[src/rtl/uart_pkg.sv]
// Shared types and constants for the FIFO-fed 8N1 UART transmitter.
// Holds the transmitter state encoding and the line-level bit values.
package uart_pkg;

    typedef enum logic [2:0] {
        ST_IDLE,
        ST_REQ,
        ST_CAPT,
        ST_START,
        ST_DATA,
        ST_STOP
    } tx_state_e;

    localparam logic UART_START_BIT  = 1'b0;
    localparam logic UART_STOP_BIT   = 1'b1;
    localparam int   UART_FRAME_BITS = 10;

endpackage

[src/rtl/uart_baud_tick.sv]
// Bit-period counter: counts 0..CLKS_PER_BIT-1 while enabled.
// Ports: clock, reset (async active-low), clear (sync), enable, bit_done (1-cycle pulse).
module uart_baud_tick #(
    parameter int CLKS_PER_BIT = 16
) (
    input  logic clock,
    input  logic reset,
    input  logic clear,
    input  logic enable,
    output logic bit_done
);

    localparam int W = $clog2(CLKS_PER_BIT);
    localparam logic [W-1:0] TERM = W'(CLKS_PER_BIT - 1);

    logic [W-1:0] cnt;

    assign bit_done = enable && (cnt == TERM);

    always_ff @(posedge clock or negedge reset) begin
        if (!reset) begin
            cnt <= '0;
        end else if (clear) begin
            cnt <= '0;
        end else if (enable) begin
            cnt <= bit_done ? '0 : cnt + 1'b1;
        end
    end

endmodule

[src/rtl/fifo_uart_tx.sv]
// Drains bytes from the 8-entry FIFO and serialises them as 8N1 UART frames.
// Ports: clock, reset (async active-low), tx_enable, fifo_empty, fifo_wr_active,
//        fifo_data (registered FIFO read data), fifo_rd (pop strobe), tx (line), busy.
module fifo_uart_tx
    import uart_pkg::*;
#(
    parameter int CLKS_PER_BIT = 16,
    parameter int DATA_W       = 8
) (
    input  logic              clock,
    input  logic              reset,
    input  logic              tx_enable,
    input  logic              fifo_empty,
    input  logic              fifo_wr_active,
    input  logic [DATA_W-1:0] fifo_data,
    output logic              fifo_rd,
    output logic              tx,
    output logic              busy
);

    tx_state_e         state_q, state_d;
    logic [DATA_W-1:0] shift_q, shift_d;
    logic [2:0]        bit_q, bit_d;
    logic              tx_q, tx_d;
    logic              bit_done;
    logic              baud_run;
    logic              baud_clr;

    assign fifo_rd  = (state_q == ST_REQ);
    assign busy     = (state_q != ST_IDLE);
    assign tx       = tx_q;
    assign baud_run = (state_q == ST_START) || (state_q == ST_DATA) ||
                      (state_q == ST_STOP);
    assign baud_clr = (state_q == ST_CAPT);

    uart_baud_tick #(
        .CLKS_PER_BIT(CLKS_PER_BIT)
    ) u_baud (
        .clock   (clock),
        .reset   (reset),
        .clear   (baud_clr),
        .enable  (baud_run),
        .bit_done(bit_done)
    );

    always_comb begin
        state_d = state_q;
        shift_d = shift_q;
        bit_d   = bit_q;
        unique case (state_q)
            ST_IDLE: begin
                if (tx_enable && !fifo_empty) state_d = ST_REQ;
            end
            ST_REQ: begin
                // The FIFO favours writes, so a concurrent write voids the pop.
                if (fifo_wr_active) begin
                    if (fifo_empty) state_d = ST_IDLE;
                end else begin
                    state_d = ST_CAPT;
                end
            end
            ST_CAPT: begin
                shift_d = fifo_data;
                state_d = ST_START;
            end
            ST_START: begin
                if (bit_done) begin
                    bit_d   = 3'd0;
                    state_d = ST_DATA;
                end
            end
            ST_DATA: begin
                if (bit_done) begin
                    shift_d = {1'b0, shift_q[DATA_W-1:1]};
                    if (bit_q == 3'd7) state_d = ST_STOP;
                    else bit_d = bit_q + 3'd1;
                end
            end
            ST_STOP: begin
                if (bit_done) begin
                    if (tx_enable && !fifo_empty) state_d = ST_REQ;
                    else state_d = ST_IDLE;
                end
            end
            default: state_d = ST_IDLE;
        endcase
    end

    // Line level is registered from the next state so tx never glitches.
    always_comb begin
        tx_d = UART_STOP_BIT;
        if (state_d == ST_START) tx_d = UART_START_BIT;
        else if (state_d == ST_DATA) tx_d = shift_d[0];
    end

    always_ff @(posedge clock or negedge reset) begin
        if (!reset) begin
            state_q <= ST_IDLE;
            shift_q <= '0;
            bit_q   <= '0;
            tx_q    <= 1'b1;
        end else begin
            state_q <= state_d;
            shift_q <= shift_d;
            bit_q   <= bit_d;
            tx_q    <= tx_d;
        end
    end

endmodule
[config.mk]
export PLATFORM = sky130hd
export DESIGN_NAME = fifo_uart_tx
export DESIGN_NICKNAME = d
export VERILOG_FILES = /design/src/rtl/uart_pkg.sv /design/src/rtl/uart_baud_tick.sv /design/src/rtl/fifo_uart_tx.sv
export SDC_FILE = /design/constraint.sdc
export NUM_CORES = 1
export LEC_CHECK = 0
export ABC_AREA = 0
export CAP_MARGIN = 20
export CORE_MARGIN = 2
export CORE_UTILIZATION = 52
export DETAILED_ROUTE_END_ITERATION = 12
export HOLD_SLACK_MARGIN = 0.02
export PLACE_DENSITY = 0.77
export SYNTH_ARGS = -nofsm -noshare
export SYNTH_HDL_FRONTEND = slang
export SYNTH_SLANG_ARGS = --single-unit
[constraint.sdc]
create_clock -name clock -period 2.3 [get_ports clock]
set_input_delay 0.345 -clock clock [delete_from_list [all_inputs] [get_ports clock]]
set_output_delay 0.345 -clock clock [all_outputs]
set_load 0.02 [all_outputs]
==> impl_metrics.tcl <==
set metrics [dict create \
    status "complete, no violations" \
    antenna_found_initial 0 \
    cp-end-kind "output port" \
    gr-usage-all-layers_pct 21.7 \
    cellPowerDensity_nw_per_um2 428 \
    dpl_cell_area_um2 1210 \
    worstPathCellList "or3_1 -> clkdlybuf4s50_1" \
    slowest_stage "clkdlybuf4s50_1" \
    ys_ff_latch 19 \
    slew_headroom_pct 71.9 \
    hold_viol 0 \
    grt_max_degree 20 \
    path_max_fanout 8 \
    stdcell_area_um2 1240 \
    cts_tree "yes" \
    seqPwrFrac_pct 63.2 \
    htreeDepth 1 \
    io_buffers 15 \
    die_y_um 48.7 \
    synth_top_area_share_pct 43.4 \
    preCtsSetupSlack_ns 0.399 \
    fillCellCount 182 \
    worst_pin_slew_ns 0.421 \
    synth_nets 122 \
    critical-path-top-delay-family "buffers and inverters" \
    path_buf_inv 1 \
    firstDrtPassIters 5 \
    yosysSeqAreaShare_pct 46.0 \
    antenna_cells 0 \
    combPwrFrac_pct 5.6 \
    yosys.area.top_type "dfrtp_1" \
    p_leak_nw 0.511 \
    hold_buffers 0 \
    routed_wl_um 2080 \
    fin_util_pct 64.3 \
    num_vias 861 \
    drt.antenna.violating_nets 0 \
    ys_warn_count 0 \
    slowest_delay_ns 0.55 \
    whs_ns 0.382 \
    num-nets-final 139 \
    ys_types 36 \
    wl_per_cell_um 13.9 \
    dieWidth_um 48.7 \
    synthCells 106 \
    clock-sinks 19 \
    ir_drop_v 0.000264 \
    min_path_type "input pin to asynchronous set/reset pin" \
    ys_top_cells_by_count "dfrtp_1 (18), nand2_1 (17), a22oi_1 (10), nor2_1 (6), nor2b_1 (6)" \
    clk-insertion-delay-late_ns 0.30 \
    switching_power_mw 0.107 \
    grt_pass1_vias 924 \
    async_flop_share_pct 100 \
    avgSynthCellArea_um2 9.79 \
    gp_congestion 0.851 \
    total_power_mw 0.529 \
    worst-setup-path-type "flop to output port" \
    synth-edff-count 0 \
    cts_inserted_buffers 3 \
    drive_gt1_share_pct 9.84 \
    fin_cells 149 \
    yosysMostFrequentCell "dfrtp_1" \
    die_area_um2 2370 \
    post_cts_resized 0 \
    rows 16 \
    switching_share_pct 20.3 \
    cts_setup_buffers 0 \
    syn2layout_area_growth_pct 19.2 \
    p_clk_share_pct 31.2 \
    max_freq_mhz 479 \
    gr-total-overflow 0 \
    core_um2 1920 \
    clk_path_buf_depth 2 \
    finClkSkew_ns 0.00472 \
    root_buffer "clkbuf_4" \
    cp.required_ns 1.96 \
    finalCriticalPeriod_ns 2.09 \
    vias_per_cell 5.78 \
    finalMaxSlewViolations 0 \
    p_int_mw 0.421 \
    rsz0062_at_grt "false" \
    dp_hpwl_um 1550 \
    setup-tns-final_ns 0 \
    setup_slack_ns 0.213 \
    clk_pin_slew_ns 0.10 \
    drc_errors 0 \
    synth_ff_type "dfrtp_1" \
    startpoint_type "flop" \
    synth_area_leaders "dfrtp_1 (43%), a22oi_1 (7.2%), nand2_1 (6.2%)" \
    top_level_ports 16 \
    placed_cells 145 \
    syn_area_um2 1040 \
    drt_iter0_drc 23 \
    grt_pass1_wl_um 4030 \
    maxCapViolCount 0 \
    fin_crit_sh_pct 90.8 \
    initial_core_util_pct 54.0 \
    critPathArrivalTime_ns 1.74 \
    finalSetupViolations 0 \
]
## sequential cells by signal, summed over array words and instances (netlist names)
name	cells
bit_q	3
state_q	3
shift_q	8
tx	1
u_baud.cnt	4
## logic make-up (layout without fill, tap and decap cells)
| family | count (synthesis) | in the layout | share of synthesized area, % |
|---|---|---|---|
| flip-flops | 19 | 19 | 46.0 |
| AND/OR/NAND/NOR | 45 | 45 | 23.6 |
| multiplexers | 2 | 2 | 2.05 |
| AO/OA/AOI/OAI | 29 | 29 | 20.8 |
| buffers and inverters | 8 | 24 | 3.98 |
| adder cells (fa/ha/maj) | 3 | 3 | 3.62 |
## layout by cell type, fill, tap and decap left out, types with 3 or more instances in the layout
master | synthesis | layout
nand3_1 | 4 | 4
clkdlybuf4s50_1 | 0 | 15
buf_4 | 0 | 3
clkbuf_4 | 0 | 3
ha_1 | 3 | 3
nor2b_1 | 6 | 6
nand2_1 | 17 | 17
and2_1 | 4 | 4
nor2_1 | 6 | 6
dfrtp_1 | 18 | 18
a211oi_1 | 4 | 4
a22oi_1 | 10 | 10
## worst paths after layout
check                                               start                endpoint  slack, ns  depth (start not counted)
worst max-delay path                 state_q[0]$_DFF_PN0_                    busy       0.21                          2
worst min-delay path                                reset    state_q[0]$_DFF_PN0_       0.38                          2
worst max register to register  u_baud.cnt[0]$_DFFE_PN0P_            tx$_DFF_PN1_       0.35                          5
worst min register to register     shift_q[6]$_DFFE_PN0P_  shift_q[6]$_DFFE_PN0P_       0.49                          2
max in group asynchronous                           reset            tx$_DFF_PN1_       1.65                          2
min in group clock                 shift_q[6]$_DFFE_PN0P_  shift_q[6]$_DFFE_PN0P_       0.49                          2
## metal layers
layer | vias up | wire (µm) | track usage (%)
met1 | 419 | 905 | 28.0
met4 | 0 | 32 | 9.52
met2 | 23 | 1030 | 35.6
li1 | 416 | - | -
met5 | - | 0 | 0
met3 | 3 | 104 | 4.01
## power by group through the flow
| stage | clock [mW] | sequential, mW | combinational (mW) |
|---|---|---|---|
| 3_5_place_dp | 0 | 0.340 | 0.0302 |
| 4_1_cts | 0.174 | 0.334 | 0.0305 |
| 2_1_floorplan | 0 | 0.340 | 0.00122 |
| 3_3_place_gp | 0 | 0.340 | 0.0301 |
| 5_1_grt | 0.191 | 0.334 | 0.0333 |
| 6_report | 0.165 | 0.334 | 0.0298 |
## layout make-up
type                    count  area, µm²  share of cell area (%)
clock buffers               4       26.3                    2.13
inverters                   2       7.51                   0.607
multi-input cells          79        519                    42.0
flip-flops and latches     19        477                    38.6
well taps                  27       33.8                    2.73
repair buffers             18        173                    14.0
Power figures use the tool's default switching activity.
